$ cat src/rtl/if_prefetch_if.sv
// Bundle between the fetch front end, the instruction memory and the IF_ID stage.
// master = prefetcher view, slave = memory/IF_ID view.
interface if_prefetch_if;
  logic        imem_req;
  logic [31:0] imem_addr;
  logic        imem_gnt;
  logic        imem_rvalid;
  logic [31:0] imem_rdata;
  logic        inst_valid;
  logic [31:0] inst_out;
  logic [31:0] pc_next_out;
  logic        inst_ready;
  logic        redirect;
  logic [31:0] redirect_pc;

  modport master (
    output imem_req, imem_addr, inst_valid, inst_out, pc_next_out,
    input  imem_gnt, imem_rvalid, imem_rdata, inst_ready, redirect, redirect_pc
  );

  modport slave (
    input  imem_req, imem_addr, inst_valid, inst_out, pc_next_out,
    output imem_gnt, imem_rvalid, imem_rdata, inst_ready, redirect, redirect_pc
  );
endinterface

$ cat src/rtl/if_prefetch.sv
// Instruction prefetcher: one-outstanding imem fetch, DEPTH-entry FIFO toward IF_ID, redirect flush.
// Define IF_PREFETCH_PERF_EN to add the bubble_cnt / flush_cnt performance counters.
module if_prefetch #(
  parameter int          DEPTH    = 4,
  parameter logic [31:0] RESET_PC = 32'h0000_0000
) (
  input  logic        clock,
  input  logic        reset,
`ifdef IF_PREFETCH_PERF_EN
  output logic [31:0] bubble_cnt,
  output logic [15:0] flush_cnt,
`endif
  if_prefetch_if.master bus
);
  localparam int AW = $clog2(DEPTH);
  localparam int CW = AW + 1;
  localparam logic [CW-1:0] DEPTH_C = CW'(DEPTH);

  typedef enum logic [1:0] {
    ST_IDLE = 2'd0,
    ST_WAIT = 2'd1,
    ST_DROP = 2'd2
  } state_t;

  state_t        r_state, w_state_nxt;
  logic [31:0]   r_fetch_pc, w_fetch_pc_nxt;
  logic [CW-1:0] r_count, w_count_nxt;
  logic [AW-1:0] r_wr_ptr, w_wr_ptr_nxt;
  logic [AW-1:0] r_rd_ptr, w_rd_ptr_nxt;
  logic          r_req, w_req_nxt;
  logic [31:0]   r_inst_out, w_inst_out_nxt;
  logic [31:0]   r_pc_out, w_pc_out_nxt;
  logic [31:0]   r_mem_inst [DEPTH];
  logic [31:0]   r_mem_pc   [DEPTH];
  logic          w_gnt, w_push, w_pop;
  logic          w_unused;

  // r_req already encodes IDLE with a free slot, so a grant is only honoured while it is up
  assign w_gnt    = r_req & bus.imem_gnt;
  assign w_pop    = (r_count != {CW{1'b0}}) & bus.inst_ready & ~bus.redirect;
  assign w_push   = (r_state == ST_WAIT) & bus.imem_rvalid & ~bus.redirect;
  assign w_unused = ^bus.redirect_pc[1:0];

  // Next-state logic for the request FSM
  always_comb begin
    w_state_nxt = r_state;
    case (r_state)
      ST_IDLE: begin
        if (w_gnt) begin
          w_state_nxt = bus.redirect ? ST_DROP : ST_WAIT;
        end else begin
          w_state_nxt = ST_IDLE;
        end
      end
      ST_WAIT: begin
        if (bus.imem_rvalid) begin
          w_state_nxt = ST_IDLE;
        end else if (bus.redirect) begin
          w_state_nxt = ST_DROP;
        end else begin
          w_state_nxt = ST_WAIT;
        end
      end
      ST_DROP: begin
        if (bus.imem_rvalid) begin
          w_state_nxt = ST_IDLE;
        end else begin
          w_state_nxt = ST_DROP;
        end
      end
      default: w_state_nxt = ST_IDLE;
    endcase
  end

  // Fetch address, FIFO bookkeeping and next head contents
  always_comb begin
    w_fetch_pc_nxt = r_fetch_pc;
    w_count_nxt    = r_count;
    w_wr_ptr_nxt   = r_wr_ptr;
    w_rd_ptr_nxt   = r_rd_ptr;
    w_inst_out_nxt = r_inst_out;
    w_pc_out_nxt   = r_pc_out;
    if (bus.redirect) begin
      w_fetch_pc_nxt = {bus.redirect_pc[31:2], 2'b00};
      w_count_nxt    = {CW{1'b0}};
      w_wr_ptr_nxt   = {AW{1'b0}};
      w_rd_ptr_nxt   = {AW{1'b0}};
    end else begin
      if (w_gnt) begin
        w_fetch_pc_nxt = r_fetch_pc + 32'd4;
      end else begin
        w_fetch_pc_nxt = r_fetch_pc;
      end
      w_count_nxt  = r_count + CW'(w_push) - CW'(w_pop);
      w_wr_ptr_nxt = r_wr_ptr + AW'(w_push);
      w_rd_ptr_nxt = r_rd_ptr + AW'(w_pop);
      // In WAIT the fetch PC is already requested_addr + 4
      if (w_count_nxt == {CW{1'b0}}) begin
        w_inst_out_nxt = r_inst_out;
        w_pc_out_nxt   = r_pc_out;
      end else if ((r_count - CW'(w_pop)) == {CW{1'b0}}) begin
        w_inst_out_nxt = bus.imem_rdata;
        w_pc_out_nxt   = r_fetch_pc;
      end else begin
        w_inst_out_nxt = r_mem_inst[w_rd_ptr_nxt];
        w_pc_out_nxt   = r_mem_pc[w_rd_ptr_nxt];
      end
    end
    w_req_nxt = (w_state_nxt == ST_IDLE) && (w_count_nxt < DEPTH_C);
  end

  // Control and output registers
  always_ff @(posedge clock or posedge reset) begin
    if (reset) begin
      r_state    <= ST_IDLE;
      r_fetch_pc <= RESET_PC;
      r_count    <= {CW{1'b0}};
      r_wr_ptr   <= {AW{1'b0}};
      r_rd_ptr   <= {AW{1'b0}};
      r_req      <= 1'b0;
      r_inst_out <= 32'd0;
      r_pc_out   <= 32'd0;
    end else begin
      r_state    <= w_state_nxt;
      r_fetch_pc <= w_fetch_pc_nxt;
      r_count    <= w_count_nxt;
      r_wr_ptr   <= w_wr_ptr_nxt;
      r_rd_ptr   <= w_rd_ptr_nxt;
      r_req      <= w_req_nxt;
      r_inst_out <= w_inst_out_nxt;
      r_pc_out   <= w_pc_out_nxt;
    end
  end

  // FIFO storage
  always_ff @(posedge clock) begin
    if (w_push) begin
      r_mem_inst[r_wr_ptr] <= bus.imem_rdata;
      r_mem_pc[r_wr_ptr]   <= r_fetch_pc;
    end
  end

  assign bus.imem_req    = r_req;
  assign bus.imem_addr   = r_fetch_pc;
  assign bus.inst_valid  = (r_count != {CW{1'b0}});
  assign bus.inst_out    = r_inst_out;
  assign bus.pc_next_out = r_pc_out;

`ifdef IF_PREFETCH_PERF_EN
  logic [31:0] r_bubble_cnt;
  logic [15:0] r_flush_cnt;

  // Saturating bubble and flush counters
  always_ff @(posedge clock or posedge reset) begin
    if (reset) begin
      r_bubble_cnt <= 32'd0;
      r_flush_cnt  <= 16'd0;
    end else begin
      if (bus.inst_ready && (r_count == {CW{1'b0}}) && (r_bubble_cnt != 32'hFFFF_FFFF)) begin
        r_bubble_cnt <= r_bubble_cnt + 32'd1;
      end
      if (bus.redirect && (r_flush_cnt != 16'hFFFF)) begin
        r_flush_cnt <= r_flush_cnt + 16'd1;
      end
    end
  end

  assign bubble_cnt = r_bubble_cnt;
  assign flush_cnt  = r_flush_cnt;
`endif
endmodule

$ cat src/flat_wrapper.sv
// flat-port wrapper written by rule: the top's interface ports become plain ports
module if_prefetch_flat 
#(
  parameter int          DEPTH    = 4,
  parameter logic [31:0] RESET_PC = 32'h0000_0000
)
  (clock, reset, bus_imem_req, bus_imem_addr, bus_inst_valid, bus_inst_out, bus_pc_next_out, bus_imem_gnt, bus_imem_rvalid, bus_imem_rdata, bus_inst_ready, bus_redirect, bus_redirect_pc);
  if_prefetch_if bus_i ();
  input  logic clock;
  input  logic reset;
  output wire logic [$bits(bus_i.imem_req)-1:0] bus_imem_req;
  output wire logic [$bits(bus_i.imem_addr)-1:0] bus_imem_addr;
  output wire logic [$bits(bus_i.inst_valid)-1:0] bus_inst_valid;
  output wire logic [$bits(bus_i.inst_out)-1:0] bus_inst_out;
  output wire logic [$bits(bus_i.pc_next_out)-1:0] bus_pc_next_out;
  input wire logic [$bits(bus_i.imem_gnt)-1:0] bus_imem_gnt;
  input wire logic [$bits(bus_i.imem_rvalid)-1:0] bus_imem_rvalid;
  input wire logic [$bits(bus_i.imem_rdata)-1:0] bus_imem_rdata;
  input wire logic [$bits(bus_i.inst_ready)-1:0] bus_inst_ready;
  input wire logic [$bits(bus_i.redirect)-1:0] bus_redirect;
  input wire logic [$bits(bus_i.redirect_pc)-1:0] bus_redirect_pc;
  assign bus_imem_req = bus_i.imem_req;
  assign bus_imem_addr = bus_i.imem_addr;
  assign bus_inst_valid = bus_i.inst_valid;
  assign bus_inst_out = bus_i.inst_out;
  assign bus_pc_next_out = bus_i.pc_next_out;
  assign bus_i.imem_gnt = bus_imem_gnt;
  assign bus_i.imem_rvalid = bus_imem_rvalid;
  assign bus_i.imem_rdata = bus_imem_rdata;
  assign bus_i.inst_ready = bus_inst_ready;
  assign bus_i.redirect = bus_redirect;
  assign bus_i.redirect_pc = bus_redirect_pc;
  if_prefetch #(.DEPTH(DEPTH), .RESET_PC(RESET_PC)) u_core (.clock(clock), .reset(reset), .bus(bus_i));
endmodule
$ cat config.mk
export PLATFORM = sky130hd
export DESIGN_NAME = if_prefetch_flat
export DESIGN_NICKNAME = d
export VERILOG_FILES = /design/src/rtl/if_prefetch_if.sv /design/src/rtl/if_prefetch.sv /design/src/flat_wrapper.sv
export SDC_FILE = /design/constraint.sdc
export NUM_CORES = 1
export LEC_CHECK = 0
export CAP_MARGIN = 10
export CORE_ASPECT_RATIO = 0.9
export CORE_UTILIZATION = 50
export DETAILED_ROUTE_END_ITERATION = 7
export PLACE_DENSITY = 0.74
export SETUP_SLACK_MARGIN = 0.05
export SLEW_MARGIN = 10
export SYNTH_ARGS = -nofsm -noshare
export SYNTH_HDL_FRONTEND = slang
export SYNTH_SLANG_ARGS = --single-unit
$ cat constraint.sdc
create_clock -name clock -period 6.3 [get_ports clock]
set_clock_uncertainty 0.15 [all_clocks]
set_input_delay 1.89 -clock clock [delete_from_list [all_inputs] [get_ports clock]]
set_output_delay 1.89 -clock clock [all_outputs]
set_load 0.1 [all_outputs]
==> impl_metrics.tcl <==
set metrics [dict create \
    fmax_mhz 195.0 \
    netlist_area_um2 16710 \
    routedWlPerCell_um 22.57 \
    finalSetupViolCount 0 \
    vdd_drop_max_mv 0.2599 \
    final-hold-violation-count 0 \
    drcViolationCount 0 \
    floorplan.core_area_um2 32950 \
    total_vias_in_the_final_route 13340 \
    postCtsHoldBufs 0 \
    grt_first_pass_wirelength_um 73400 \
    syn2layout_area_growth_pct 19.07 \
    finish.cell_count_without_fillers 2102 \
    end_kind "register" \
    drt_wl_total_um 47450 \
    critPathMaxFanout 22 \
    gr-usage-all-layers 0.2765 \
    critPathArrivalTime_ns 5.43 \
    synth-seq-cells 350 \
    die_extent_in_x_um 194.7 \
    synth-edff-count 248 \
    timing.setup.tns_ns 0 \
    syn-instance-count 1545 \
    postSynth.asyncResetShare 0.2914 \
    synth.largest_area_cell "sky130_fd_sc_hd__edfxtp_1" \
    post_route_cells_drive_above_1_share 0.06079 \
    cts.sinks 350 \
    cp-start-kind "input port" \
    number_of_top_level_pins 168 \
    synth_most_common_cell "sky130_fd_sc_hd__nor2_1" \
    viasPerCell 6.345 \
    syn-mean-instance-area_um2 10.81 \
    place_area_um2 18690 \
    max_cap_viol_count 0 \
    routabilityCongestion 0.7494 \
    synth_largest_type_area_fraction 0.4457 \
    max_slew_headroom 0.2107 \
    max_slew_violations 0 \
    cts.repair_timing.setup_buffer_count 0 \
    outcome "complete, no violations" \
    max-clock-path-buffers 3 \
    holdCritStartpoint "u_core.bus.inst_out[18]$_DFFE_PP0P_" \
    first_iter_violations 1472 \
    post-route-min-period_ns 5.127 \
    clk_pin_slew_ns 0.06 \
    cts_made_buffers 38 \
    synth_warnings 0 \
    worstSetupPathType "input port to register" \
    depth_of_the_worst_register_to_register_path 11 \
    hpwlAfterDp_um 26620 \
    htree_levels 2 \
    post-route-cell-area_um2 19890 \
    yosysUniqueCellTypes 53 \
    critical_path.reg2reg.startpoint "u_core.r_count[0]$_DFF_PP0_" \
    rsz0062_at_grt "no" \
    port-buffer-count 161 \
    yosysSeqAreaShare 0.5985 \
    die_h_um 175.4 \
    power_per_cell_area_nw_per_um2 446.0 \
    p_leak_nw 7.597 \
    reg2reg_to "u_core.bus.inst_out[24]$_DFFE_PP0P_" \
    gr-total-overflow 0 \
    clock_insertion_delay_worst_skew_ns 0.53 \
    timing.critical_path.required_ns 6.60 \
    drt.antenna.violating_nets 0 \
    power_mw 8.872 \
    worst-r2r-setup-slack_ns 2.61 \
    clock-root-buffer "sky130_fd_sc_hd__clkbuf_16" \
    critical_path.endpoint "u_core.bus.inst_out[24]$_DFFE_PP0P_" \
    effective_utilization_at_floorplan 0.5071 \
    tritoncts_clock_tree "built" \
    synth_area_leaders "sky130_fd_sc_hd__edfxtp_1 (45%), sky130_fd_sc_hd__dfrtp_1 (15%), sky130_fd_sc_hd__nor2_1 (7.1%)" \
    die-area_um2 34150 \
    tightestPinTransition_ns 1.181 \
    ctsResizeCount 0 \
    detail_route.first_pass.iterations 6 \
    grt_max_degree 76 \
    synth.cells.most_frequent "sky130_fd_sc_hd__nor2_1 (315), sky130_fd_sc_hd__edfxtp_1 (248), sky130_fd_sc_hd__o21ai_0 (151), sky130_fd_sc_hd__a22o_1 (120), sky130_fd_sc_hd__nand2_1 (108)" \
    grt_pass1_vias 13310 \
    antenna_found_initial 1 \
    placed_cells_incl_taps 2033 \
    hold_class "register to register" \
    min_period_over_period 0.8139 \
    post_layout_net_count 1726 \
    timing.critical_path.from "bus_inst_ready" \
    rows 63 \
    ys_dominant_reg_cell "sky130_fd_sc_hd__edfxtp_1" \
]
-- worst min-delay path by stage --
stage	endpoint	slack (ns)	cells after the start
2_1_floorplan	u_core.r_state[0]$_DFF_PP0_	0.31	1
3_3_place_gp	u_core.r_state[0]$_DFF_PP0_	0.33	1
3_5_place_dp	u_core.bus.inst_out[18]$_DFFE_PP0P_	0.36	2
4_1_cts	u_core.bus.inst_out[18]$_DFFE_PP0P_	0.37	2
5_1_grt	u_core.bus.inst_out[26]$_DFFE_PP0P_	0.41	2
6_report	u_core.bus.inst_out[18]$_DFFE_PP0P_	0.36	2
-- cells by family (layout without fill, tap and decap cells) --
kind of cell	after synthesis	count (layout)	synth area share
flops	350	350	0.5985
fa+ha+maj	5	5	0.004194
xor+xnor	33	33	0.01812
compound gates	466	466	0.1864
simple gates	489	489	0.1201
buf+inv	136	266	0.03310
other cells	1	6	0.0002245
mux	65	65	0.03932
-- cell usage in the layout (no fill, tap or decap), types with 2 or more instances in the layout --
cell type / n
sky130_fd_sc_hd__a21oi_1: 62
sky130_fd_sc_hd__a22o_1: 120
sky130_fd_sc_hd__a22oi_1: 61
sky130_fd_sc_hd__and2_1: 3
sky130_fd_sc_hd__and3_1: 4
sky130_fd_sc_hd__and4_1: 4
sky130_fd_sc_hd__buf_12: 3
sky130_fd_sc_hd__buf_4: 25
sky130_fd_sc_hd__bufinv_16: 4
sky130_fd_sc_hd__clkbuf_1: 13
sky130_fd_sc_hd__clkbuf_16: 39
sky130_fd_sc_hd__clkdlybuf4s50_1: 160
sky130_fd_sc_hd__clkinv_1: 3
sky130_fd_sc_hd__clkinv_2: 6
sky130_fd_sc_hd__conb_1: 4
sky130_fd_sc_hd__dfrtp_1: 100
sky130_fd_sc_hd__diode_2: 2
sky130_fd_sc_hd__edfxtp_1: 248
sky130_fd_sc_hd__ha_1: 4
sky130_fd_sc_hd__inv_1: 8
sky130_fd_sc_hd__mux2_2: 2
sky130_fd_sc_hd__mux2i_1: 62
sky130_fd_sc_hd__nand2_1: 107
sky130_fd_sc_hd__nand3_1: 8
sky130_fd_sc_hd__nand4_1: 6
sky130_fd_sc_hd__nor2_1: 313
sky130_fd_sc_hd__nor2_4: 3
sky130_fd_sc_hd__nor2b_1: 5
sky130_fd_sc_hd__nor2b_4: 2
sky130_fd_sc_hd__nor3_1: 14
sky130_fd_sc_hd__nor4_1: 4
sky130_fd_sc_hd__o21ai_0: 151
sky130_fd_sc_hd__o31ai_1: 62
sky130_fd_sc_hd__or3_1: 2
sky130_fd_sc_hd__xnor2_1: 26
sky130_fd_sc_hd__xor2_1: 6
-- power breakdown --
group          internal, mW  total (mW)  switching, mW
Combinational         0.937        3.70           2.76
Sequential             2.74        2.99          0.249
Clock                  1.30        2.19          0.884
-- cell type report --
cell class,count,area [µm²]
Multi-Input combinational cell,1062,6259
Fill cell,2636,13060
Clock inverter,15,177.7
Antenna cell,2,5.005
Timing Repair Buffer,189,1854
Tap cell,422,528.0
Sequential cell,350,10000
Clock buffer,52,1025
Inverter,10,40.04
-- registers in the layout, summed over array words and instances, names as in the netlist --
name,flops
u_core.r_rd_ptr,2
u_core.bus.inst_out,32
u_core.r_mem_inst,128
u_core.r_wr_ptr,2
u_core.r_state,2
u_core.bus.imem_req,1
u_core.r_mem_pc,120
u_core.bus.imem_addr,30
u_core.bus.pc_next_out,30
u_core.r_count,3
-- metal layers --
metal  vias to the layer above  track usage  share of wire
met5                         -            0              0
met4                         0       0.1022          0.026
met3                       106      0.04551          0.085
met2                       697       0.4655           0.49
met1                      6643       0.3617           0.40
li1                       5892            -              -
-- critical path, cell delays in order --
cell	delay, ns
sky130_fd_sc_hd__clkdlybuf4s50_1	0.48
sky130_fd_sc_hd__nor2b_4	0.16
sky130_fd_sc_hd__mux2i_2	0.47
sky130_fd_sc_hd__ha_1	0.23
sky130_fd_sc_hd__inv_1	0.05
sky130_fd_sc_hd__fa_1	0.36
sky130_fd_sc_hd__xnor3_1	0.40
sky130_fd_sc_hd__a31o_4	0.36
sky130_fd_sc_hd__o21bai_4	0.21
sky130_fd_sc_hd__buf_4	0.25
sky130_fd_sc_hd__or4_1	0.42
sky130_fd_sc_hd__o21ai_1	0.13
-- through the flow --
| step | util | hold slack (ns) | setup WS [ns] |
|---|---|---|---|
| global route | 0.6036 | 0.4078 | 0.9919 |
| CTS | 0.6036 | 0.3691 | 1.183 |
| finish | 0.6037 | 0.3628 | 1.173 |
| floorplan | - | 0.3123 | 0.5361 |
| detailed placement | 0.5671 | 0.3559 | 0.6341 |
| global placement | 0.5671 | 0.3309 | 0.7146 |
No activity file was read; power rests on OpenSTA's default activity.
